[src/rtl/isqrt_pkg.sv]
// Shared types and widths for the round-robin integer square-root scheduler.
package isqrt_pkg;

  localparam int OP_W  = 15;
  localparam int RES_W = (OP_W + 1) / 2;

  typedef enum logic {
    IDLE = 1'b0,
    RUN  = 1'b1
  } state_e;

  typedef logic req_id_t;

endpackage

[src/rtl/isqrt_iter_core.sv]
// Iterative square-root datapath: walks R upward until (R+1)^2 exceeds D.
// finish is combinational in the last search cycle; root holds R at that point.
module isqrt_iter_core
  import isqrt_pkg::*;
(
  input  logic             clk,
  input  logic             rst,
  input  logic             start,
  input  logic [OP_W-1:0]  operand,
  output logic             finish,
  output logic [RES_W-1:0] root
);

  logic [OP_W-1:0]  d_q, d_d;
  logic [RES_W-1:0] r_q, r_d;
  logic             active_q, active_d;
  logic [15:0]      r_inc;
  logic [15:0]      sq;

  // Square the next root candidate and compare against the operand.
  always_comb begin
    r_inc  = {{(16-RES_W){1'b0}}, r_q} + 16'd1;
    sq     = r_inc * r_inc;
    finish = active_q && (sq > {{(16-OP_W){1'b0}}, d_q});
    root   = r_q;
  end

  // Load on start, otherwise advance R until the compare fires.
  always_comb begin
    d_d      = d_q;
    r_d      = r_q;
    active_d = active_q;
    if (start) begin
      d_d      = operand;
      r_d      = '0;
      active_d = 1'b1;
    end else if (active_q) begin
      if (finish) begin
        active_d = 1'b0;
      end else begin
        r_d = r_q + 1'b1;
      end
    end
  end

  // Datapath registers.
  always_ff @(posedge clk) begin
    if (rst) begin
      d_q      <= '0;
      r_q      <= '0;
      active_q <= 1'b0;
    end else begin
      d_q      <= d_d;
      r_q      <= r_d;
      active_q <= active_d;
    end
  end

endmodule

[src/rtl/isqrt_rr_scheduler.sv]
// Round-robin front end sharing one isqrt_iter_core between two requesters.
//
// state | meaning
// IDLE  | waiting for a request; may grant in the same cycle a done is shown
// RUN   | core searching for the root of the granted operand
module isqrt_rr_scheduler
  import isqrt_pkg::*;
(
  input  logic             clk,
  input  logic             rst,
  input  logic [1:0]       req,
  input  logic [OP_W-1:0]  opa,
  input  logic [OP_W-1:0]  opb,
  output logic [1:0]       ack,
  output logic [1:0]       done,
  output logic [RES_W-1:0] result,
  output logic             busy,
  output logic             owner
);

  state_e           state_q, state_d;
  req_id_t          ptr_q, ptr_d;
  req_id_t          owner_q, owner_d;
  logic [1:0]       ack_q, ack_d;
  logic [1:0]       done_q, done_d;
  logic [RES_W-1:0] result_q, result_d;

  req_id_t          gnt_id;
  logic             core_start;
  logic             core_finish;
  logic [RES_W-1:0] core_root;
  logic [OP_W-1:0]  core_operand;

  isqrt_iter_core u_core (
    .clk     (clk),
    .rst     (rst),
    .start   (core_start),
    .operand (core_operand),
    .finish  (core_finish),
    .root    (core_root)
  );

  // Arbitration, next-state and handshake pulse generation.
  always_comb begin
    state_d    = state_q;
    ptr_d      = ptr_q;
    owner_d    = owner_q;
    ack_d      = 2'b00;
    done_d     = 2'b00;
    result_d   = result_q;
    core_start = 1'b0;
    // The pointer only matters when both ask; a lone requester always wins.
    gnt_id       = (req == 2'b11) ? ptr_q : req[1];
    core_operand = gnt_id ? opb : opa;
    case (state_q)
      IDLE: begin
        if (|req) begin
          core_start    = 1'b1;
          owner_d       = gnt_id;
          ptr_d         = ~gnt_id;
          ack_d[gnt_id] = 1'b1;
          state_d       = RUN;
        end
      end
      RUN: begin
        if (core_finish) begin
          result_d       = core_root;
          done_d[owner_q] = 1'b1;
          state_d        = IDLE;
        end
      end
      default: state_d = IDLE;
    endcase
  end

  // Control and output registers.
  always_ff @(posedge clk) begin
    if (rst) begin
      state_q  <= IDLE;
      ptr_q    <= 1'b0;
      owner_q  <= 1'b0;
      ack_q    <= 2'b00;
      done_q   <= 2'b00;
      result_q <= '0;
    end else begin
      state_q  <= state_d;
      ptr_q    <= ptr_d;
      owner_q  <= owner_d;
      ack_q    <= ack_d;
      done_q   <= done_d;
      result_q <= result_d;
    end
  end

  assign ack    = ack_q;
  assign done   = done_q;
  assign result = result_q;
  assign owner  = owner_q;
  assign busy   = (state_q == RUN);

endmodule
[config.mk]
export PLATFORM = sky130hd
export DESIGN_NAME = isqrt_rr_scheduler
export DESIGN_NICKNAME = d
export VERILOG_FILES = /design/src/rtl/isqrt_pkg.sv /design/src/rtl/isqrt_iter_core.sv /design/src/rtl/isqrt_rr_scheduler.sv
export SDC_FILE = /design/constraint.sdc
export NUM_CORES = 1
export LEC_CHECK = 0
export CAP_MARGIN = 10
export CORE_ASPECT_RATIO = 1.4
export CORE_MARGIN = 3
export CORE_UTILIZATION = 58
export DETAILED_ROUTE_END_ITERATION = 16
export PLACE_DENSITY = 0.81
export REMOVE_ABC_BUFFERS = 1
export SETUP_SLACK_MARGIN = 0.05
export SLEW_MARGIN = 20
export SYNTH_ARGS = -nofsm -noshare
export SYNTH_HDL_FRONTEND = slang
export SYNTH_HIERARCHICAL = 1
export SYNTH_SLANG_ARGS = --single-unit
[constraint.sdc]
create_clock -name clk -period 8.1 [get_ports clk]
set_input_delay 0.81 -clock clk [delete_from_list [all_inputs] [get_ports clk]]
set_output_delay 0.81 -clock clk [all_outputs]
set_load 0.02 [all_outputs]
Yosys cells after proc, flatten, opt, wreduce, memory -nomap -nowiden
Index checks and enable logic that the tools add are counted.

word-level totals
  bits in registers = 39
  memory bits (read-only) = 0
  latch bits = 0
  memory bits (writable) = 0
  memories kept = 0
  output and inout port bits = 14

cells by class
  magnitude comparators = 5
  bitwise gates (word level) = 4
  divide/modulo/power cells = 0
  equality and inequality tests = 1
  muxes and demuxes = 12
  $mul = 1
  $add $sub $neg = 2
  shift-type cells = 0
  reductions and logical operators = 10

operators by type and width
  cell                 number
  $gt 16x15->1         1
  $mul 16x16->16       1
  $mux 15              1
  $add 8x1->9 const B  1
  $add 8x1->8 const B  1
  $mux 1               8
  $reduce_and 2->1     3
  $reduce_or 3->1      2
  $lt 1x2->1 const B   2
  $not 1->1            4
  $reduce_or 2->1      2
  $logic_and 1x1->1    3
  $demux 1 s1          2
  $eq 2x2->1 const B   1
  $ge 1x1->1 const B   2
  $pmux 1 s2           1

Longest topological paths before layout
  depth in word-level cells = 7
  depth in mapped cells = 32
  gate-level depth less buffers = 30

Hierarchy
Netlist, hierarchy kept.

by module, submodules not included
  module              instances  area each (µm²)  cells each
  isqrt_iter_core     1          3399.5           404
  isqrt_rr_scheduler  1          753.2            77

Worst setup path before layout
Ideal clock, no wire load.

  kind = register -> register
  start point = register u_core.r_q[0], in the netlist u_core/root[0]
  end point = register u_core.r_q[7], in the netlist u_core/root[7]
  library setup time = 0.119 ns
  slack = 0.883 ns
  arrival time = 7.098 ns
  stages on the path, launching flop included = 31
  path buffers = 2
  required time = 7.981 ns
  path through = dfxtp_1 -> ha_1 -> and3_4 -> and3_4 -> buf_6 -> xor2_1 -> inv_1 -> nor2_1 -> inv_1 -> fa_1 -> inv_1 -> fa_1 -> inv_1 -> fa_1 -> fa_1 -> inv_1 -> ha_1 -> a21oi_1 -> o21bai_1 -> a2111oi_0 -> o31ai_1 -> a21oi_1 -> xnor2_1 -> ha_1 -> a21oi_1 -> o211ai_1 -> o21ai_0 -> and2_1 -> buf_1 -> nand3_1 -> mux2i_1

on the way
  cells in the longest elaborated chain, start to end = 6
  elaborated cells between the ends (all ways) = 7
  those cells by class = add/sub: 2; mul: 1; order compare: 1; bitwise: 1; reduce/logical: 2

ends and longest elaborated chain
  item                               line                   RTL
  start: declaration                 isqrt_iter_core.sv:15  logic [RES_W-1:0] r_q, r_d;
  start signal: assignment           isqrt_iter_core.sv:54  r_q <= r_d;
  $add 8x1->9                        isqrt_iter_core.sv:22  r_inc = {{(16-RES_W){1'b0}}, r_q} + 16'd1;
  $mul 16x16->16                     isqrt_iter_core.sv:23  sq = r_inc * r_inc;
  $gt 16x15->1                       isqrt_iter_core.sv:24  finish = active_q && (sq > {{(16-OP_W){1'b0}}, d_q});
  $logic_and 1x1->1                  isqrt_iter_core.sv:24
  $not 1->1 (no source line)         --
  $reduce_and 2->1 (no source line)  --

Several ways; a longest one is shown, not always the timed one.
A chain may end at the register's enable or synchronous reset.

Worst setup path in the final report
  start point = register u_core.r_q[1], in the netlist u_core/root[1]
  end point = register result_q[4], in the netlist result[4]

on the way
  cells in the longest elaborated chain, start to end = 5

ends and longest elaborated chain
  item                               line                      RTL
  $add 8x1->9                        isqrt_iter_core.sv:22
  $mul 16x16->16                     isqrt_iter_core.sv:23
  $gt 16x15->1                       isqrt_iter_core.sv:24
  $logic_and 1x1->1                  isqrt_iter_core.sv:24
  named net core_finish              isqrt_rr_scheduler.sv:30  logic core_finish;
  $reduce_and 2->1 (no source line)  --
  end signal: assignment             isqrt_rr_scheduler.sv:91  result_q <= result_d;
  end: declaration                   isqrt_rr_scheduler.sv:26  logic [RES_W-1:0] result_q, result_d;

The timed path passes the listed nets, and every way through them passes these cells.

==> impl_metrics.env <==
export IMPL_ys_types=52
export IMPL_finalHoldViolCount=0
export IMPL_ios=48
export IMPL_max_slew_margin=0.5474
export IMPL_synth_area_per_cell_um2=8.634
export IMPL_slowest_delay_ps=600
export IMPL_grt_pass1_wl_um=14760
export IMPL_num_fill_cells=574
export IMPL_dr_pass1_iters=5
export IMPL_ys_warn_count=6
export IMPL_detailed_place_hpwl_um=6968
export IMPL_min_path_cells=2
export IMPL_remaining_drc_errors=0
export IMPL_top_layer="met4"
export IMPL_routed_wl_um=8355
export IMPL_postCtsHoldBufs=0
export IMPL_worst_pin_slew_ps=674.1
export IMPL_syn2layout_area_growth_pct=15.76
export IMPL_worstSetupStartpointType="register"
export IMPL_worst_slack_ps=670.7
export IMPL_dp_cells=611
export IMPL_track_usage=0.2171
export IMPL_antenna_found_initial=0
export IMPL_syn_area_um2=4153
export IMPL_portBuffers=47
export IMPL_worst_path_most_repeated_cell="inv_1"
export IMPL_postRouteAntennaNets=0
export IMPL_die_x_um=77.52
export IMPL_final_common_cell="inv_1"
export IMPL_row_count=35
export IMPL_hp_class="register to register"
export IMPL_place_ws_ps=651.1
export IMPL_max_cap_violations=0
export IMPL_synthCells=481
export IMPL_die_h_um=106.1
export IMPL_clockBufferDepth=2
export IMPL_fin_cells=619
export IMPL_design_area_um2=4807
export IMPL_critPathKind="register to register"
export IMPL_clkSinkCount=39
export IMPL_initial_core_util=0.6158
export IMPL_min_period_ps=7429
export IMPL_die_area_um2=8226
export IMPL_grt_max_degree=39
export IMPL_grt_pass1_vias=3462
export IMPL_via_per_inst=5.234
export IMPL_wl_met2_um=4399
export IMPL_rsz0062_at_grt="no"
export IMPL_drive_above_1_share=0.07970
export IMPL_synth_seq_cells=39
export IMPL_place_gp_congestion=0.9112
export IMPL_drt_initial_drc_count=92
export IMPL_core_area_um2=6744
export IMPL_grt_ovfl_total=0
export IMPL_p_leak_nw=2.364
export IMPL_cp_slowest_cell="fa_1"
export IMPL_root_buffer="clkbuf_8"
export IMPL_fin_crit_sh=0.9172
export IMPL_synth_seq_area_share=0.1880
export IMPL_required_ps=8320
export IMPL_crit_fanout=10
export IMPL_num_vias=3240
export IMPL_peakVddDrop_mv=0.1776
export IMPL_status="finished, final reports clean"
export IMPL_fmax_mhz=134.6
export IMPL_worstPathArrival_ps=7650
export IMPL_numCtsBuffers=5
export IMPL_skew_ps=5.903
export IMPL_fin_nets=639
export IMPL_dr_wl_met3_um=311
export IMPL_antenna_cells=0
export IMPL_placed_cell_area_um2=4693
export IMPL_setup_violations=0
export IMPL_final_cell_mix="87 x inv_1, 47 x clkdlybuf4s50_1, 45 x ha_1"
export IMPL_wl_per_cell_um=13.50
export IMPL_slew_viol_final=0
export IMPL_power_density_nw_per_um2=99.59
export IMPL_tns_ps=0
export IMPL_met1_length_um=3418
export IMPL_tritoncts="built"
export IMPL_ff2ff_path_depth=30
export IMPL_worstSetupEndpointType="register"
export IMPL_clkLatencyLatePin_ps=290
export IMPL_power_total_w=0.0004787
export IMPL_htree_num_levels=2
export IMPL_clk_pin_slew_ps=80
per-layer routing:
layer,global-route usage,up-vias
met2,0.4048,71
met5,0,-
met3,0.02203,16
met4,0.08524,0
met1,0.2509,1516
li1,-,1637
worst max-delay path, delay by kind of cell, from the launching register on:
| kind | cells | cell delay (ps) |
|---|---|---|
| and+or+nand+nor | 5 | 990 |
| buffers and inverters | 6 | 540 |
| AOI/OAI and AO/OA | 10 | 2120 |
| adders and majority gates | 7 | 2950 |
| xor gates and xnor gates | 2 | 310 |
| DFF | 1 | 430 |
metrics by stage:
stage / util / hold WS (ps)
2_1_floorplan: - / 439.0
3_3_place_gp: 0.6959 / 447.2
3_5_place_dp: 0.6959 / 453.0
4_1_cts: 0.7126 / 465.1
5_1_grt: 0.7128 / 485.3
6_report: 0.7128 / 460.1
synthesized netlist by cell type, drive strengths merged:
cell type / n / share of area
o21bai: 3 / 0.0054
and2: 5 / 0.0075
buf: 8 / 0.015
nand3: 11 / 0.013
a2111oi: 1 / 0.0021
nor3b: 3 / 0.0054
or4: 1 / 0.0018
conb: 2 / 0.0018
nor4bb: 1 / 0.0024
nor2b: 3 / 0.0045
nor2: 40 / 0.036
nand2: 43 / 0.041
and4: 2 / 0.0042
xor2: 7 / 0.015
o22ai: 1 / 0.0015
clkbuf: 8 / 0.0072
a21o: 9 / 0.016
a2111o: 1 / 0.0027
o41ai: 1 / 0.0021
o21ai: 8 / 0.0096
o31ai: 1 / 0.0018
a21boi: 1 / 0.0018
fa: 34 / 0.16
mux2: 17 / 0.055
nand2b: 4 / 0.0078
or2: 4 / 0.0060
a21oi: 28 / 0.034
a211oi: 2 / 0.0036
nand4: 2 / 0.0030
xnor2: 17 / 0.036
mux2i: 21 / 0.051
nand3b: 1 / 0.0018
nor3: 4 / 0.0075
ha: 45 / 0.14
dfxtp: 39 / 0.19
and4b: 1 / 0.0024
o21ba: 1 / 0.0024
o211ai: 3 / 0.0066
inv: 87 / 0.079
a31oi: 1 / 0.0015
or3: 5 / 0.0075
and3: 5 / 0.0099
kinds of logic (layout without fill, tap and decap cells):
family / Yosys count / after routing / share of synthesized area
and+or+nand+nor: 135 / 135 / 0.1621
adders and majority gates: 79 / 79 / 0.2995
other: 2 / 4 / 0.001808
buffers and inverters: 103 / 147 / 0.1009
AOI/OAI and AO/OA: 61 / 61 / 0.09129
muxes: 38 / 38 / 0.1058
xor gates and xnor gates: 24 / 24 / 0.05062
DFF: 39 / 39 / 0.1880
where the power goes:
group          internal (W)  switching [W]  leakage, nW
Sequential         0.000201     0.00000610        0.318
Combinational     0.0000567      0.0000514         1.99
Clock             0.0000917      0.0000715       0.0581
Total              0.000350       0.000129         2.36
area by class of cell:
class | instances | area [µm²] | area share
clock buffers | 5 | 68.82 | 0.01432
well taps | 92 | 115.1 | 0.02395
repair buffers | 52 | 508.0 | 0.1057
inverters | 87 | 326.6 | 0.06793
multi-input cells | 341 | 2964 | 0.6166
flip-flops and latches | 39 | 780.7 | 0.1624
clock inverters | 3 | 43.79 | 0.009110
what timing repair did:
action                                  CTS  global route
buffers inserted                          0             0
endpoints found under the setup margin    0            14
gates resized for setup                   0             1
final timing paths:
check	startpoint	end	slack [ps]
hold / removal	result[6]$_SDFFE_PP0P_	result[6]$_SDFFE_PP0P_	460
setup / recovery	u_core/root[1]$_SDFFE_PP0P_	result[4]$_SDFFE_PP0P_	670
setup reg to reg	u_core/root[1]$_SDFFE_PP0P_	result[4]$_SDFFE_PP0P_	670
hold reg to reg	result[6]$_SDFFE_PP0P_	result[6]$_SDFFE_PP0P_	460
sequential cells by signal, indices dropped and copies added (netlist names):
| signal | cells |
|---|---|
| u_core/active_q | 1 |
| ack | 2 |
| owner | 1 |
| result | 8 |
| done | 2 |
| ptr_q | 1 |
| u_core/d_q | 15 |
| busy | 1 |
| u_core/root | 8 |
Note: power is estimated with default switching activity, not from simulation.
